$ cat src/rtl/vedic_seq_divider.sv
// Iterative restoring divider, one quotient bit per clock, valid/ready on both sides.
// Optional macro DIV_SIGNED_EN: two's-complement signed division truncating toward zero.
// Without it, operands and results are unsigned and no sign logic exists.
module vedic_seq_divider #(
  parameter int unsigned WIDTH = 32
) (
  input  logic             clk,
  input  logic             rst,
  input  logic             in_valid,
  output logic             in_ready,
  input  logic [WIDTH-1:0] dividend,
  input  logic [WIDTH-1:0] divisor,
  output logic             out_valid,
  input  logic             out_ready,
  output logic [WIDTH-1:0] quotient,
  output logic [WIDTH-1:0] remainder,
  output logic             div_by_zero
);

  localparam int unsigned CNT_W = $clog2(WIDTH);

  typedef enum logic [1:0] {
    S_IDLE = 2'd0,
    S_CALC = 2'd1,
    S_DONE = 2'd2
  } state_t;

  state_t             state, state_n;
  logic [WIDTH:0]     rem, rem_n;
  logic [WIDTH-1:0]   quo, quo_n;
  logic [WIDTH-1:0]   dsr, dsr_n;
  logic [CNT_W-1:0]   cnt, cnt_n;
  logic               in_ready_n, out_valid_n, dbz_n;
  logic [WIDTH-1:0]   quotient_n, remainder_n;

  logic [WIDTH+1:0]   rem_sh, trial;
  logic               trial_ok;
  logic [WIDTH:0]     rem_step;
  logic [WIDTH-1:0]   quo_step;
  logic [WIDTH-1:0]   a_mag, b_mag;
  logic [WIDTH-1:0]   q_fix, r_fix;

`ifdef DIV_SIGNED_EN
  logic neg_q, neg_q_n, neg_r, neg_r_n;
`endif

  // Next-state, datapath step and registered-output values
  always_comb begin
    state_n     = state;
    rem_n       = rem;
    quo_n       = quo;
    dsr_n       = dsr;
    cnt_n       = cnt;
    in_ready_n  = in_ready;
    out_valid_n = out_valid;
    quotient_n  = quotient;
    remainder_n = remainder;
    dbz_n       = div_by_zero;
`ifdef DIV_SIGNED_EN
    neg_q_n     = neg_q;
    neg_r_n     = neg_r;
    a_mag       = dividend[WIDTH-1] ? -dividend : dividend;
    b_mag       = divisor[WIDTH-1]  ? -divisor  : divisor;
`else
    a_mag       = dividend;
    b_mag       = divisor;
`endif

    // One restoring step: shift {rem,quo} left, subtract divisor, keep if non-negative
    rem_sh   = {rem, quo[WIDTH-1]};
    trial    = rem_sh - (WIDTH+2)'(dsr);
    trial_ok = ~trial[WIDTH+1];
    rem_step = trial_ok ? trial[WIDTH:0] : rem_sh[WIDTH:0];
    quo_step = {quo[WIDTH-2:0], trial_ok};

    q_fix = quo_step;
    r_fix = rem_step[WIDTH-1:0];
`ifdef DIV_SIGNED_EN
    if (neg_q) q_fix = -quo_step;
    if (neg_r) r_fix = -rem_step[WIDTH-1:0];
`endif

    case (state)
      S_IDLE: begin
        if (in_valid && in_ready) begin
          in_ready_n = 1'b0;
          if (divisor == '0) begin
            // Result is known immediately; out_valid rises one cycle later in DONE
            state_n     = S_DONE;
            quotient_n  = '1;
            remainder_n = dividend;
            dbz_n       = 1'b1;
          end else begin
            state_n = S_CALC;
            rem_n   = '0;
            quo_n   = a_mag;
            dsr_n   = b_mag;
            cnt_n   = CNT_W'(WIDTH - 1);
            dbz_n   = 1'b0;
`ifdef DIV_SIGNED_EN
            neg_q_n = dividend[WIDTH-1] ^ divisor[WIDTH-1];
            neg_r_n = dividend[WIDTH-1];
`endif
          end
        end
      end
      S_CALC: begin
        rem_n = rem_step;
        quo_n = quo_step;
        if (cnt == '0) begin
          state_n     = S_DONE;
          out_valid_n = 1'b1;
          quotient_n  = q_fix;
          remainder_n = r_fix;
        end else begin
          cnt_n = cnt - CNT_W'(1);
        end
      end
      S_DONE: begin
        if (out_valid && out_ready) begin
          state_n     = S_IDLE;
          out_valid_n = 1'b0;
          in_ready_n  = 1'b1;
        end else begin
          out_valid_n = 1'b1;
        end
      end
      default: begin
        state_n     = S_IDLE;
        in_ready_n  = 1'b1;
        out_valid_n = 1'b0;
      end
    endcase
  end

  // State, working registers and outputs
  always_ff @(posedge clk) begin
    if (rst) begin
      state       <= S_IDLE;
      rem         <= '0;
      quo         <= '0;
      dsr         <= '0;
      cnt         <= '0;
      in_ready    <= 1'b1;
      out_valid   <= 1'b0;
      quotient    <= '0;
      remainder   <= '0;
      div_by_zero <= 1'b0;
`ifdef DIV_SIGNED_EN
      neg_q       <= 1'b0;
      neg_r       <= 1'b0;
`endif
    end else begin
      state       <= state_n;
      rem         <= rem_n;
      quo         <= quo_n;
      dsr         <= dsr_n;
      cnt         <= cnt_n;
      in_ready    <= in_ready_n;
      out_valid   <= out_valid_n;
      quotient    <= quotient_n;
      remainder   <= remainder_n;
      div_by_zero <= dbz_n;
`ifdef DIV_SIGNED_EN
      neg_q       <= neg_q_n;
      neg_r       <= neg_r_n;
`endif
    end
  end

endmodule
$ cat config.mk
export PLATFORM = sky130hd
export DESIGN_NAME = vedic_seq_divider
export DESIGN_NICKNAME = d
export VERILOG_FILES = /design/src/rtl/vedic_seq_divider.sv
export SDC_FILE = /design/constraint.sdc
export NUM_CORES = 1
export LEC_CHECK = 0
export CAP_MARGIN = 20
export CORE_MARGIN = 2
export CORE_UTILIZATION = 64
export DETAILED_ROUTE_END_ITERATION = 12
export DONT_BUFFER_PORTS = 1
export PLACE_DENSITY = 0.92
export SLEW_MARGIN = 10
export SYNTH_ARGS = -nofsm -noshare
export SYNTH_HDL_FRONTEND = slang
export SYNTH_SLANG_ARGS = --single-unit
$ cat constraint.sdc
create_clock -name clk -period 3.8 [get_ports clk]
set_input_delay 0.57 -clock clk [delete_from_list [all_inputs] [get_ports clk]]
set_output_delay 0.57 -clock clk [all_outputs]
set_load 0.01 [all_outputs]
# ---- After elaboration in Yosys (flattened, before gate mapping)
# Index checks and enable logic that the tools add are counted.
dict set report op_classes {
  n_addsub 2
  div 0
  shifts 0
  multipliers 0
  bitwise_logic 4
  n_eq_ne 8
  order_cmp 0
  muxes 31
  reduce_logical 14
}
# op n
set ops {}
lappend ops {{32-bit 2-to-1 mux} 8}
lappend ops {{32-bit case mux with 2 select lines} 3}
lappend ops {{33-bit 2-to-1 mux} 3}
lappend ops {{33-bit case mux with 2 select lines} 1}
lappend ops {{34-bit by 32-bit subtractor with 34-bit output} 1}
lappend ops {{32-bit zero test} 1}
lappend ops {{5-bit 2-to-1 mux} 3}
lappend ops {{2-bit != test (second input constant)} 6}
lappend ops {{3-bit AND reduction} 4}
lappend ops {{5-bit case mux with 2 select lines} 1}
lappend ops {{2-bit 2-to-1 mux} 4}
lappend ops {{4-bit AND reduction} 2}
lappend ops {{1-bit case mux with 3 select lines} 2}
lappend ops {{2-bit case mux with 3 select lines} 1}
lappend ops {{5-bit zero test} 1}
lappend ops {{1-bit 2-to-1 mux} 5}
lappend ops {{5-bit by 1-bit subtractor with 5-bit output (second input constant)} 1}
lappend ops {{1-bit NOT} 4}
lappend ops {{2-bit AND reduction} 2}
lappend ops {{2-bit by 1-bit == test with 1-bit output (second input constant)} 1}
lappend ops {{2-bit == test (second input constant)} 1}
lappend ops {{1-bit logical AND} 2}
lappend ops {{2-bit zero test} 1}
lappend ops {{2-bit nonzero test} 1}
dict set report totals {
  romBits 0
  latchBits 0
  register_bits 171
  memories 0
  word_cells 69
  out_inout_bits 67
  input_bits 68
  ram_bits 0
}

# ---- Depth between registers and ports, before layout
dict set report logic_depth {
  ltp_word 4
  depth_mapped 13
  ltp_nobuf 13
}

# ---- Worst setup path before layout
# OpenSTA, ideal clock, no wires.
dict set report synth_path {
  path_kind {flip-flop to flip-flop}
  start {reg quo[31]}
  end {reg remainder[30]}
  stages_incl_launch_ff 14
  required_ps 3699
  synth_period_minus_slack_ps 2884
  n_path_buf 0
  slack_ps 916
  arrival_ps 2783
  setup_time_ps 101
  cell_sequence {dfxtp_1 > inv_1 > ha_1 > inv_1 > fa_1 > a211oi_1 > o21ai_0 > o211a_1 > o2111ai_1 > a21oi_1 > o41ai_1 > xnor2_1 > a21oi_1 > o41ai_1}
}
dict set report synth_between {
  elab_chain_cells 4
}
# element line
set synth_lines {}
lappend synth_lines {{start: declaration} 30} ;# logic [WIDTH-1:0] quo, quo_n;
lappend synth_lines {{start signal: assignment} 156} ;# quo <= quo_n;
lappend synth_lines {{34-bit by 32-bit subtractor with 34-bit output} 71} ;# trial = rem_sh - (WIDTH+2)'(dsr);
lappend synth_lines {{33-bit 2-to-1 mux} 73} ;# rem_step = trial_ok ? trial[WIDTH:0] : rem_sh[WIDTH:0];
lappend synth_lines {{32-bit 2-to-1 mux} 110} ;# if (cnt == '0) begin
lappend synth_lines {{32-bit case mux with 2 select lines} 83} ;# case (state)
lappend synth_lines {{end signal: assignment} 162} ;# remainder <= remainder_n;
lappend synth_lines {{end: declaration} 16} ;# output logic [WIDTH-1:0] remainder,
# Every way passes these cells. The select of a mux whose other input is x is not followed.
# A chain may end at the register's enable or synchronous reset.

# ---- Final worst setup path
# Ends and elaborated chain as after synthesis.

==> reports/qor.yml <==
cp_slowest_cell: "o41ai_1"
placementRows: 43
netlist_area_mm2: 0.00900
synth_seq_cells: 171
hpwlAfterDp_mm: 17.2
die_area_mm2: 0.0150
yosysTopAreaCell: "dfxtp_1"
setup_viol_count_final: 0
clk_latency_ps: 440
start_util_pct: 65.1
fmax_ghz: 0.280
routedWlPerCell_um: 20.0
root_buffer: "clkbuf_16"
grt-ovfl-total: 0
nets: 1177
clk_path_buf_depth: 2
synth.area.top_cells: "dfxtp_1 (38%), nand2_1 (7.4%), nor2_1 (5.8%)"
grt_pass1_vias: 7662
critPathArrivalTime_ps: 3920
track_usage_pct: 33.1
p_leak_nw: 3.67
rsz0062_at_grt: "false"
yosysWarnings: 0
slew_viol_final: 0
period_needed_ps: 3580
max_slew_margin_pct: 26.5
synth_async_sr_flop_share_pct: 0
syn_inst: 1116
start_kind: "register"
vdd.ir_drop.worst_mv: 0.411
worstPathRequired_ps: 4140
cp_max_fo: 4
antenna_cells: 0
fillers: 1019
post-place-ws_ps: 367
yosysTopAreaCellShare_pct: 38.0
grt_pass1_wl_mm: 39.3
design.portCount: 135
synth_cell_type_count: 74
dpl_cell_area_mm2: 0.00904
grt_max_degree: 145
drive_gt1_share_pct: 8.30
worstMarginPinSlew_ps: 1090
finalClockSkew_ps: 12.0
maxCapViolCount: 0
crit_family: "compound AO/OA/AOI/OAI gates"
cts-htree-levels: 4
pwr_density_cell_mw_per_mm2: 820
max_stage_delay_ps: 490
fin_crit_sh_pct: 94.1
fin_tns_setup_ps: 0
antenna_left: 0
fin_area_mm2: 0.00966
hold_viol_final: 0
place_congestion: 0.952
layout.area.seq_mm2: 0.00342
firstDrtPassIters: 6
cts_buffers: 17
min_path_type: "input pin to register"
antenna_found_initial: 0
remaining_drc_errors: 0
post_cts_buffers: 0
cp.buffers_inverters: 2
cts_sinks: 171
routed_wl_mm: 25.3
synth_edf_count: 0
outcome: "complete, no violations"
path_clk_slew_ps: 70
vias_per_cell: 6.61
cts_hold_buffers: 0
cts_resized: 0
cts_tree: "done"
synth_area_per_cell_um2: 8.06
io_buffers: 0
routed-via-count: 8349
yosys_most_used_dff: "dfxtp_1"
fp.dieH_um: 123
setup.worst_path.end_class: "register"
multi_input_area_mm2: 0.00508
ys_seq_area_share_pct: 38.0
synth_nets: 1222
path_cells: "inv_1 > ha_1 > inv_1 > fa_1 > a211oi_1 > o21ai_0 > o211a_1 > o2111ai_1 > a21oi_1 > o41ai_1 > xnor2_1 > a21oi_1 > o41ai_1"
worstSetupPathType: "register to register"
fin_ws_ps: 223
area_growth_pct: 7.31
die_w_um: 123
coreArea_mm2: 0.0138
drtIter0Drc: 1224
[placed cells by master, fill, tap and decap left out, types with 6 or more instances in the layout]
master     Yosys  routed
xnor2_1       17      17
nor3_1        15      15
nor4_1         8       8
nor2b_1        6       6
mux2_1        11      11
buf_4          1      13
a22oi_1        7       7
a311oi_2      12      12
a21o_1        16      16
nand3_1       15      15
clkbuf_16      0      17
a211oi_1      21      21
ha_1          37      36
nand2_1      177     177
or2_2          6       6
a311oi_1      28      28
nor2_1       138     136
dfxtp_1      171     171
inv_1         46      46
o211ai_1      11      11
a31oi_1       13      13
xor2_1        10      10
o22ai_1       50      50
nand4_1        9       9
mux2i_1       20      20
o21ai_0       35      35
a21oi_1       84      84
[where the power goes]
part	switching, mW	internal [mW]	leakage (nW)
sequential	0.395	2.19	1.39
combinational	2.19	1.31	1.98
clock	0.807	1.02	0.298
[routing by layer]
layer  vias up  routed length (um)  global-route usage, %
li1       3896                   -                      -
met1      3822               10300                   44.9
met2       546               11100                   50.0
met3        85                3030                   7.62
met4         0                 814                   15.2
met5         -                   0                      0
[metrics by stage]
stage	util, %	cells	total power, mW	hold WS, ps
6_report	69.8	1264	7.92	199
5_1_grt	69.8	1264	8.33	194
4_1_cts	69.8	1264	7.82	196
3_5_place_dp	65.4	1232	5.95	442
3_3_place_gp	65.4	1232	5.84	437
2_1_floorplan	-	1116	5.23	436
[synthesized netlist by cell type, drive strengths merged (3+ instances only)]
master	instances
a211oi	21
a21boi	3
a21o	16
a21oi	85
a22oi	7
a311oi	41
a31oi	13
and4	3
buf	16
clkbuf	63
dfxtp	171
ha	37
inv	47
mux2	16
mux2i	20
nand2	177
nand2b	3
nand3	15
nand4	10
nor2	139
nor2b	6
nor3	16
nor4	8
o211ai	12
o21a	4
o21ai	39
o21bai	3
o22ai	50
o31a	4
o31ai	3
o32ai	3
o41ai	3
or2	6
xnor2	17
xor2	10
[state kept, by name (all words and copies together), names as in the netlist]
signal and count:
state 2, cnt 5, quotient 32, in_ready 1, dsr 32, quo 32
rem 33, remainder 32, div_by_zero 1, out_valid 1
[path summary, 6_finish.rpt]
kind | depth (start not counted) | slack (ps) | endpoint | from
setup reg to reg | 13 | 220 | remainder[30] | quo[31]
setup / recovery | 13 | 220 | remainder[30] | quo[31]
hold reg to reg | 2 | 450 | dsr[22] | dsr[22]
hold / removal | 1 | 200 | remainder[15] | rst
[layout make-up]
cell class / instances / share of cell area, %
Tap cell: 180 / 2.33
Multi-Input combinational cell: 818 / 52.6
Inverter: 48 / 1.87
Sequential cell: 171 / 35.4
Clock buffer: 18 / 4.55
Timing Repair Buffer: 15 / 1.43
Clock inverter: 14 / 1.83
[kinds of logic after synthesis]
family / share of synthesized area (%)
AND/OR/NAND/NOR: 18.6
AO/OA/AOI/OAI: 25.1
flip-flops: 38.0
buffers and inverters: 5.83
adder cells (fa/ha/maj): 5.37
multiplexers: 4.39
XOR/XNOR: 2.63
No activity file was read; power rests on OpenSTA's default activity.
